### config.mk
export PLATFORM = sky130hd
export DESIGN_NAME = enemy_draw_sequencer
export DESIGN_NICKNAME = d
export VERILOG_FILES = /design/src/rtl/enemy_draw_sequencer_pkg.sv /design/src/rtl/enemy_lowest_set.sv /design/src/rtl/enemy_draw_sequencer.sv
export SDC_FILE = /design/constraint.sdc
export NUM_CORES = 1
export LEC_CHECK = 0
export ABC_AREA = 1
export CAP_MARGIN = 5
export CORE_MARGIN = 1
export CORE_UTILIZATION = 41
export CTS_BUF_LIST = sky130_fd_sc_hd__clkbuf_4 sky130_fd_sc_hd__clkbuf_8 sky130_fd_sc_hd__clkbuf_16
export DETAILED_ROUTE_END_ITERATION = 10
export PLACE_DENSITY_LB_ADDON = 0.25
export SLEW_MARGIN = 5
export SYNTH_ARGS = -nofsm -noshare
export SYNTH_HDL_FRONTEND = slang
export SYNTH_HIERARCHICAL = 1
export SYNTH_SLANG_ARGS = --single-unit
### constraint.sdc
create_clock -name clock -period 1.6 [get_ports clock]
set_input_delay 0.32 -clock clock [delete_from_list [all_inputs] [get_ports clock]]
set_output_delay 0.32 -clock clock [all_outputs]
set_load 0.01 [all_outputs]
### src/rtl/enemy_draw_sequencer_pkg.sv
// Shared definitions for the enemy draw sequencer: FSM encodings, default
// coordinate/colour widths and on/off constants.
package enemy_draw_sequencer_pkg;

  typedef enum logic [1:0] {
    ST_IDLE = 2'd0,
    ST_SCAN = 2'd1,
    ST_RUN  = 2'd2,
    ST_DONE = 2'd3
  } seq_state_t;

  localparam int X_W_DEF      = 9;
  localparam int Y_W_DEF      = 8;
  localparam int COLOUR_W_DEF = 6;

  localparam logic ON  = 1'b1;
  localparam logic OFF = 1'b0;

endpackage

### src/rtl/enemy_lowest_set.sv
// Priority encoder: reports whether any pending bit is set and the index of
// the lowest one.
module enemy_lowest_set #(
  parameter int N     = 3,
  parameter int IDX_W = 2
) (
  input  logic [N-1:0]     pending,
  output logic             found,
  output logic [IDX_W-1:0] idx
);

  // Scanning downward lets the lowest set bit overwrite any higher one.
  always_comb begin
    found = 1'b0;
    idx   = '0;
    for (int i = N - 1; i >= 0; i--) begin
      if (pending[i]) begin
        found = 1'b1;
        idx   = IDX_W'(i);
      end
    end
  end

endmodule

### src/rtl/enemy_draw_sequencer.sv
// Grants live enemy drawers one at a time in ascending index order and
// forwards the granted drawer's pixel stream, registered, to the VGA port.
//
// state | meaning
// IDLE  | waiting for draw; latches the alive mask when it rises
// SCAN  | picks the lowest still-pending enemy, or finishes if none left
// RUN   | forwards the granted drawer until done or watchdog expiry
// DONE  | all live enemies drawn; draw_done held until draw falls
module enemy_draw_sequencer
  import enemy_draw_sequencer_pkg::*;
#(
  parameter int N_ENEMIES = 3,
  parameter int IDX_W     = 2,
  parameter int X_W       = X_W_DEF,
  parameter int Y_W       = Y_W_DEF,
  parameter int COLOUR_W  = COLOUR_W_DEF,
  parameter int TIMEOUT   = 1024
) (
  input  logic                          clock,
  input  logic                          reset,
  input  logic                          draw,
  input  logic [N_ENEMIES-1:0]          alive,
  input  logic [N_ENEMIES*X_W-1:0]      e_x_draw,
  input  logic [N_ENEMIES*Y_W-1:0]      e_y_draw,
  input  logic [N_ENEMIES*COLOUR_W-1:0] e_colour,
  input  logic [N_ENEMIES-1:0]          e_write,
  input  logic [N_ENEMIES-1:0]          e_done,
  output logic [N_ENEMIES-1:0]          draw_en,
  output logic [X_W-1:0]                x_draw,
  output logic [Y_W-1:0]                y_draw,
  output logic [COLOUR_W-1:0]           colour,
  output logic                          VGA_write,
  output logic                          draw_done,
  output logic [IDX_W-1:0]              active_idx,
  output logic                          timeout_err
);

  localparam int WD_W = $clog2(TIMEOUT);
  localparam logic [WD_W-1:0] WD_LAST = WD_W'(TIMEOUT - 1);

  seq_state_t state, state_nxt;
  logic [N_ENEMIES-1:0] pending, pending_nxt;
  logic [N_ENEMIES-1:0] draw_en_nxt;
  logic [IDX_W-1:0]     idx_nxt;
  logic [WD_W-1:0]      watchdog, watchdog_nxt;
  logic                 terr_nxt;
  logic [X_W-1:0]       x_nxt;
  logic [Y_W-1:0]       y_nxt;
  logic [COLOUR_W-1:0]  colour_nxt;
  logic                 write_nxt;
  logic                 done_nxt;

  logic                 found;
  logic [IDX_W-1:0]     found_idx;

  logic [X_W-1:0]       ex [N_ENEMIES];
  logic [Y_W-1:0]       ey [N_ENEMIES];
  logic [COLOUR_W-1:0]  ec [N_ENEMIES];
  logic [X_W-1:0]       cur_x;
  logic [Y_W-1:0]       cur_y;
  logic [COLOUR_W-1:0]  cur_colour;
  logic                 cur_write;
  logic                 cur_done;

  for (genvar g = 0; g < N_ENEMIES; g++) begin : g_unpack
    assign ex[g] = e_x_draw[g*X_W +: X_W];
    assign ey[g] = e_y_draw[g*Y_W +: Y_W];
    assign ec[g] = e_colour[g*COLOUR_W +: COLOUR_W];
  end

  // active_idx only ever holds an encoder result, so it stays below N_ENEMIES.
  assign cur_x      = ex[active_idx];
  assign cur_y      = ey[active_idx];
  assign cur_colour = ec[active_idx];
  assign cur_write  = e_write[active_idx];
  assign cur_done   = e_done[active_idx];

  enemy_lowest_set #(
    .N     (N_ENEMIES),
    .IDX_W (IDX_W)
  ) u_lowest_set (
    .pending (pending),
    .found   (found),
    .idx     (found_idx)
  );

  always_comb begin
    state_nxt    = state;
    pending_nxt  = pending;
    draw_en_nxt  = draw_en;
    idx_nxt      = active_idx;
    watchdog_nxt = watchdog;
    terr_nxt     = timeout_err;
    x_nxt        = '0;
    y_nxt        = '0;
    colour_nxt   = '0;
    write_nxt    = OFF;
    done_nxt     = OFF;

    if (!draw) begin
      state_nxt   = ST_IDLE;
      draw_en_nxt = '0;
    end else begin
      case (state)
        ST_IDLE: begin
          pending_nxt = alive;
          state_nxt   = ST_SCAN;
        end
        ST_SCAN: begin
          if (found) begin
            draw_en_nxt[found_idx] = ON;
            idx_nxt                = found_idx;
            watchdog_nxt           = '0;
            state_nxt              = ST_RUN;
          end else begin
            state_nxt = ST_DONE;
          end
        end
        ST_RUN: begin
          // Done takes priority over an expiring watchdog in the same cycle.
          if (cur_done) begin
            pending_nxt[active_idx] = OFF;
            state_nxt               = ST_SCAN;
          end else if (watchdog == WD_LAST) begin
            terr_nxt                = ON;
            pending_nxt[active_idx] = OFF;
            state_nxt               = ST_SCAN;
          end else begin
            x_nxt        = cur_x;
            y_nxt        = cur_y;
            colour_nxt   = cur_colour;
            write_nxt    = cur_write;
            watchdog_nxt = watchdog + WD_W'(1);
          end
        end
        ST_DONE: begin
          done_nxt = ON;
        end
        default: begin
          state_nxt = ST_IDLE;
        end
      endcase
    end
  end

  always_ff @(posedge clock) begin
    if (reset) begin
      state       <= ST_IDLE;
      pending     <= '0;
      draw_en     <= '0;
      active_idx  <= '0;
      watchdog    <= '0;
      timeout_err <= OFF;
      x_draw      <= '0;
      y_draw      <= '0;
      colour      <= '0;
      VGA_write   <= OFF;
      draw_done   <= OFF;
    end else begin
      state       <= state_nxt;
      pending     <= pending_nxt;
      draw_en     <= draw_en_nxt;
      active_idx  <= idx_nxt;
      watchdog    <= watchdog_nxt;
      timeout_err <= terr_nxt;
      x_draw      <= x_nxt;
      y_draw      <= y_nxt;
      colour      <= colour_nxt;
      VGA_write   <= write_nxt;
      draw_done   <= done_nxt;
    end
  end

endmodule

==> impl_metrics.tcl <==
set metrics [dict create \
    finalWirelength_um 6800 \
    required_ps 1280 \
    slew_headroom 0.725 \
    ys_seq_elements 46 \
    final_design_area_no_fill_um2 3730 \
    totalPowerFinal_uw 2550 \
    worst_ir_drop_vdd_mv 0.532 \
    yosys_warnings 6 \
    cts_hold_buf 0 \
    grt_antenna_before_repair 0 \
    fill_cells 442 \
    period_minus_slack_ps 1540 \
    crit_path_launch_type "flop" \
    cts-root-buf "sky130_fd_sc_hd__clkbuf_8" \
    final_hold_viol_count 0 \
    drive_above_1_share 0.188 \
    ports 112 \
    postRouteAntennaNets 0 \
    critical_path.cell_chain "clkdlybuf4s50_1" \
    die_height_um 77.0 \
    clkSlewWorstSetupHoldPaths_ps 80 \
    h-tree-depth 2 \
    grt.total_usage 0.236 \
    placed_wire_length_estimate_um 5300 \
    port-buffer-count 111 \
    ys_seq_area_frac 0.399 \
    synthesis.nets 382 \
    critical-path-slowest-cell "sky130_fd_sc_hd__clkdlybuf4s50_1" \
    dpl-instance-area_um2 3590 \
    max-clock-path-buffers 2 \
    tritoncts_clock_tree "done" \
    clk_latency_ps 290 \
    gpl_congestion 0.863 \
    setup.worst_path.class "reg2out" \
    core_area_um2 5270 \
    crit_buf_inv 1 \
    synth.avg_cell_area_um2 7.69 \
    routedWlPerCell_um 13.7 \
    critical_path.top_delay_family "buffers and inverters" \
    post_drt_via_cell_ratio 4.97 \
    setup_slack_ps 63.0 \
    syn_to_final_growth_pct 61.9 \
    timing.hold.worst.class "reg2reg" \
    dp_worst_setup_slack_ps -65.3 \
    finalCritPeriodShare 0.961 \
    tritoncts_buffers 5 \
    remaining_drc_errors 0 \
    ys_types 29 \
    drt-initial-drc-count 100 \
    crit_arrival_ps 1220 \
    power.static_leakage_uw 0.00146 \
    horizontal_die_dimension_um 77.0 \
    setup_viol 0 \
    first_pass_iters 4 \
    floorplan.initialDensity 0.438 \
    syn-cell-area_um2 2310 \
    cell_count_after_synthesis 300 \
    inst_count_dp 488 \
    critPathCaptureType "output port" \
    timing_max_transition_violations_final 0 \
    multi_input_comb_area_um2 1210 \
    largest_net_degree_at_the_start_of_global_routing 26 \
    via_count_of_the_first_global_routing_pass 2343 \
    maxClockFrequency_ghz 0.651 \
    globalRouteOverflowTotal 0 \
    outcome "complete, no violations" \
    worst_margin_pin_slew_ps 411 \
    power_density_nw_per_um2 683 \
    num_antenna_cells 0 \
    postLayoutCoreUtil 0.708 \
    dr_total_vias 2465 \
    stdcell_count 496 \
    max_cap_violations 0 \
    timing.critical_path.fanout_max 5 \
    grt_pass1_wl_um 11100 \
    rows 26 \
    clk_sink_count 46 \
    largest_stage_delay_on_the_critical_path_ps 550 \
    setup_repair_after_global_routing_missed_its_margin "false" \
    register_area_um2 926 \
    dieArea_um2 5930 \
    number_of_nets_in_the_layout 507 \
    timing.clock.skew_ps 2.72 \
]
==> sequential cells by signal, indices dropped and copies added, names as in the netlist <==
register / count
colour: 6
y_draw: 8
state: 2
x_draw: 9
draw_done: 1
VGA_write: 1
active_idx: 2
watchdog: 10
draw_en: 3
pending: 3
timeout_err: 1
==> where the power goes <==
part	total (uW)	switching (uW)	leakage (uW)	internal [uW]
combinational	488	206	0.00103	282
clock	877	375	0.0000593	502
sequential	1180	18.9	0.000374	1160
total	2550	601	0.00146	1950
==> what timing repair did <==
| item | in CTS | in global routing |
|---|---|---|
| endpoints found under the hold margin | 0 | 0 |
| gates resized for setup | 2 | 8 |
| setup endpoints to repair | 2 | 38 |
| setup buffers | 0 | 0 |
| pin swaps | 0 | 1 |
==> logic make-up after synthesis <==
group	share of synthesized area
buf+inv	0.0874
flops	0.399
xor+xnor	0.00380
fa+ha+maj	0.00543
compound gates	0.217
simple gates	0.287
==> through the flow <==
| stage | hold WS, ps | TNS (ps) |
|---|---|---|
| finish | 474 | 0 |
| CTS | 478 | 0 |
| detailed placement | 459 | -455 |
| floorplan | 465 | 0 |
| global placement | 452 | -26.3 |
| global route | 519 | 0 |
==> cells in the mapped netlist <==
library cell | n | area share
sky130_fd_sc_hd__buf_2 | 1 | 0.0022
sky130_fd_sc_hd__a22oi_1 | 20 | 0.065
sky130_fd_sc_hd__dfxtp_1 | 46 | 0.40
sky130_fd_sc_hd__nor3_1 | 2 | 0.0043
sky130_fd_sc_hd__ha_1 | 1 | 0.0054
sky130_fd_sc_hd__buf_8 | 1 | 0.0065
sky130_fd_sc_hd__xor2_1 | 1 | 0.0038
sky130_fd_sc_hd__nor2_1 | 20 | 0.033
sky130_fd_sc_hd__inv_1 | 30 | 0.049
sky130_fd_sc_hd__and3_1 | 3 | 0.0081
sky130_fd_sc_hd__or2_2 | 1 | 0.0027
sky130_fd_sc_hd__nand2_1 | 73 | 0.12
sky130_fd_sc_hd__nand3_2 | 1 | 0.0043
sky130_fd_sc_hd__nand2_4 | 3 | 0.015
sky130_fd_sc_hd__nand4_2 | 1 | 0.0054
sky130_fd_sc_hd__a22o_1 | 4 | 0.015
sky130_fd_sc_hd__nor2_2 | 5 | 0.014
sky130_fd_sc_hd__inv_2 | 6 | 0.0098
sky130_fd_sc_hd__buf_12 | 1 | 0.0087
sky130_fd_sc_hd__a21oi_2 | 20 | 0.076
sky130_fd_sc_hd__o21ai_0 | 9 | 0.020
sky130_fd_sc_hd__nor2_4 | 6 | 0.029
sky130_fd_sc_hd__nand4_1 | 4 | 0.011
sky130_fd_sc_hd__nand3_4 | 1 | 0.0076
sky130_fd_sc_hd__a21oi_1 | 14 | 0.030
sky130_fd_sc_hd__a31oi_1 | 4 | 0.011
sky130_fd_sc_hd__nand2_2 | 4 | 0.011
sky130_fd_sc_hd__clkbuf_1 | 7 | 0.011
sky130_fd_sc_hd__nand3_1 | 11 | 0.024
==> layout make-up <==
| type | instances | area share |
|---|---|---|
| flip-flops and latches | 46 | 0.248 |
| clock buffers | 7 | 0.0225 |
| well taps | 70 | 0.0235 |
| inverters | 36 | 0.0362 |
| repair buffers | 128 | 0.338 |
| clock inverters | 1 | 0.00804 |
| multi-input cells | 208 | 0.323 |
==> per-layer routing <==
| layer | share of wire | GRT usage | up-vias | routed length, um |
|---|---|---|---|---|
| met1 | 0.41 | 0.271 | 1132 | 2780 |
| met2 | 0.52 | 0.440 | 85 | 3510 |
| met3 | 0.062 | 0.0524 | 7 | 419 |
| li1 | - | - | 1241 | - |
| met5 | 0 | 0 | - | 0 |
| met4 | 0.012 | 0.0547 | 0 | 81 |
==> final timing paths <==
check                     start       endpoint  slack [ps]  depth (start not counted)
setup reg to reg    watchdog[1]    watchdog[6]         110                         10
hold / removal      timeout_err    timeout_err         470                          2
hold reg to reg     timeout_err    timeout_err         470                          2
setup / recovery  active_idx[0]  active_idx[0]          60                          1
==> layout by cell type, fill, tap and decap left out <==
cell type                         netlist  layout
sky130_fd_sc_hd__clkdlybuf4s50_1        0     111
sky130_fd_sc_hd__nand2_1               73      73
sky130_fd_sc_hd__dfxtp_1               46      42
sky130_fd_sc_hd__inv_1                 30      30
sky130_fd_sc_hd__a22oi_1               20      20
sky130_fd_sc_hd__a21oi_2               20      20
sky130_fd_sc_hd__nor2_1                20      19
sky130_fd_sc_hd__buf_4                  0      15
sky130_fd_sc_hd__a21oi_1               14      14
sky130_fd_sc_hd__nand3_1               11      10
sky130_fd_sc_hd__o21ai_0                9       8
sky130_fd_sc_hd__nor2_4                 6       7
sky130_fd_sc_hd__inv_2                  6       6
sky130_fd_sc_hd__nor2_2                 5       5
sky130_fd_sc_hd__clkbuf_8               0       5
sky130_fd_sc_hd__nand2_2                4       4
sky130_fd_sc_hd__a31oi_1                4       4
sky130_fd_sc_hd__nand4_1                4       4
sky130_fd_sc_hd__a22o_1                 4       4
sky130_fd_sc_hd__dfxtp_2                0       4
sky130_fd_sc_hd__nand2_4                3       3
sky130_fd_sc_hd__and3_1                 3       3
sky130_fd_sc_hd__nand3_2                1       2
sky130_fd_sc_hd__nor3_1                 2       2
sky130_fd_sc_hd__clkbuf_4               0       2
sky130_fd_sc_hd__buf_12                 1       2
sky130_fd_sc_hd__nand4_4                0       1
sky130_fd_sc_hd__nand3_4                1       1
sky130_fd_sc_hd__o21ai_1                0       1
sky130_fd_sc_hd__or2_2                  1       1
sky130_fd_sc_hd__xor2_1                 1       1
sky130_fd_sc_hd__ha_2                   0       1
sky130_fd_sc_hd__bufinv_16              0       1
Power figures use the tool's default switching activity.
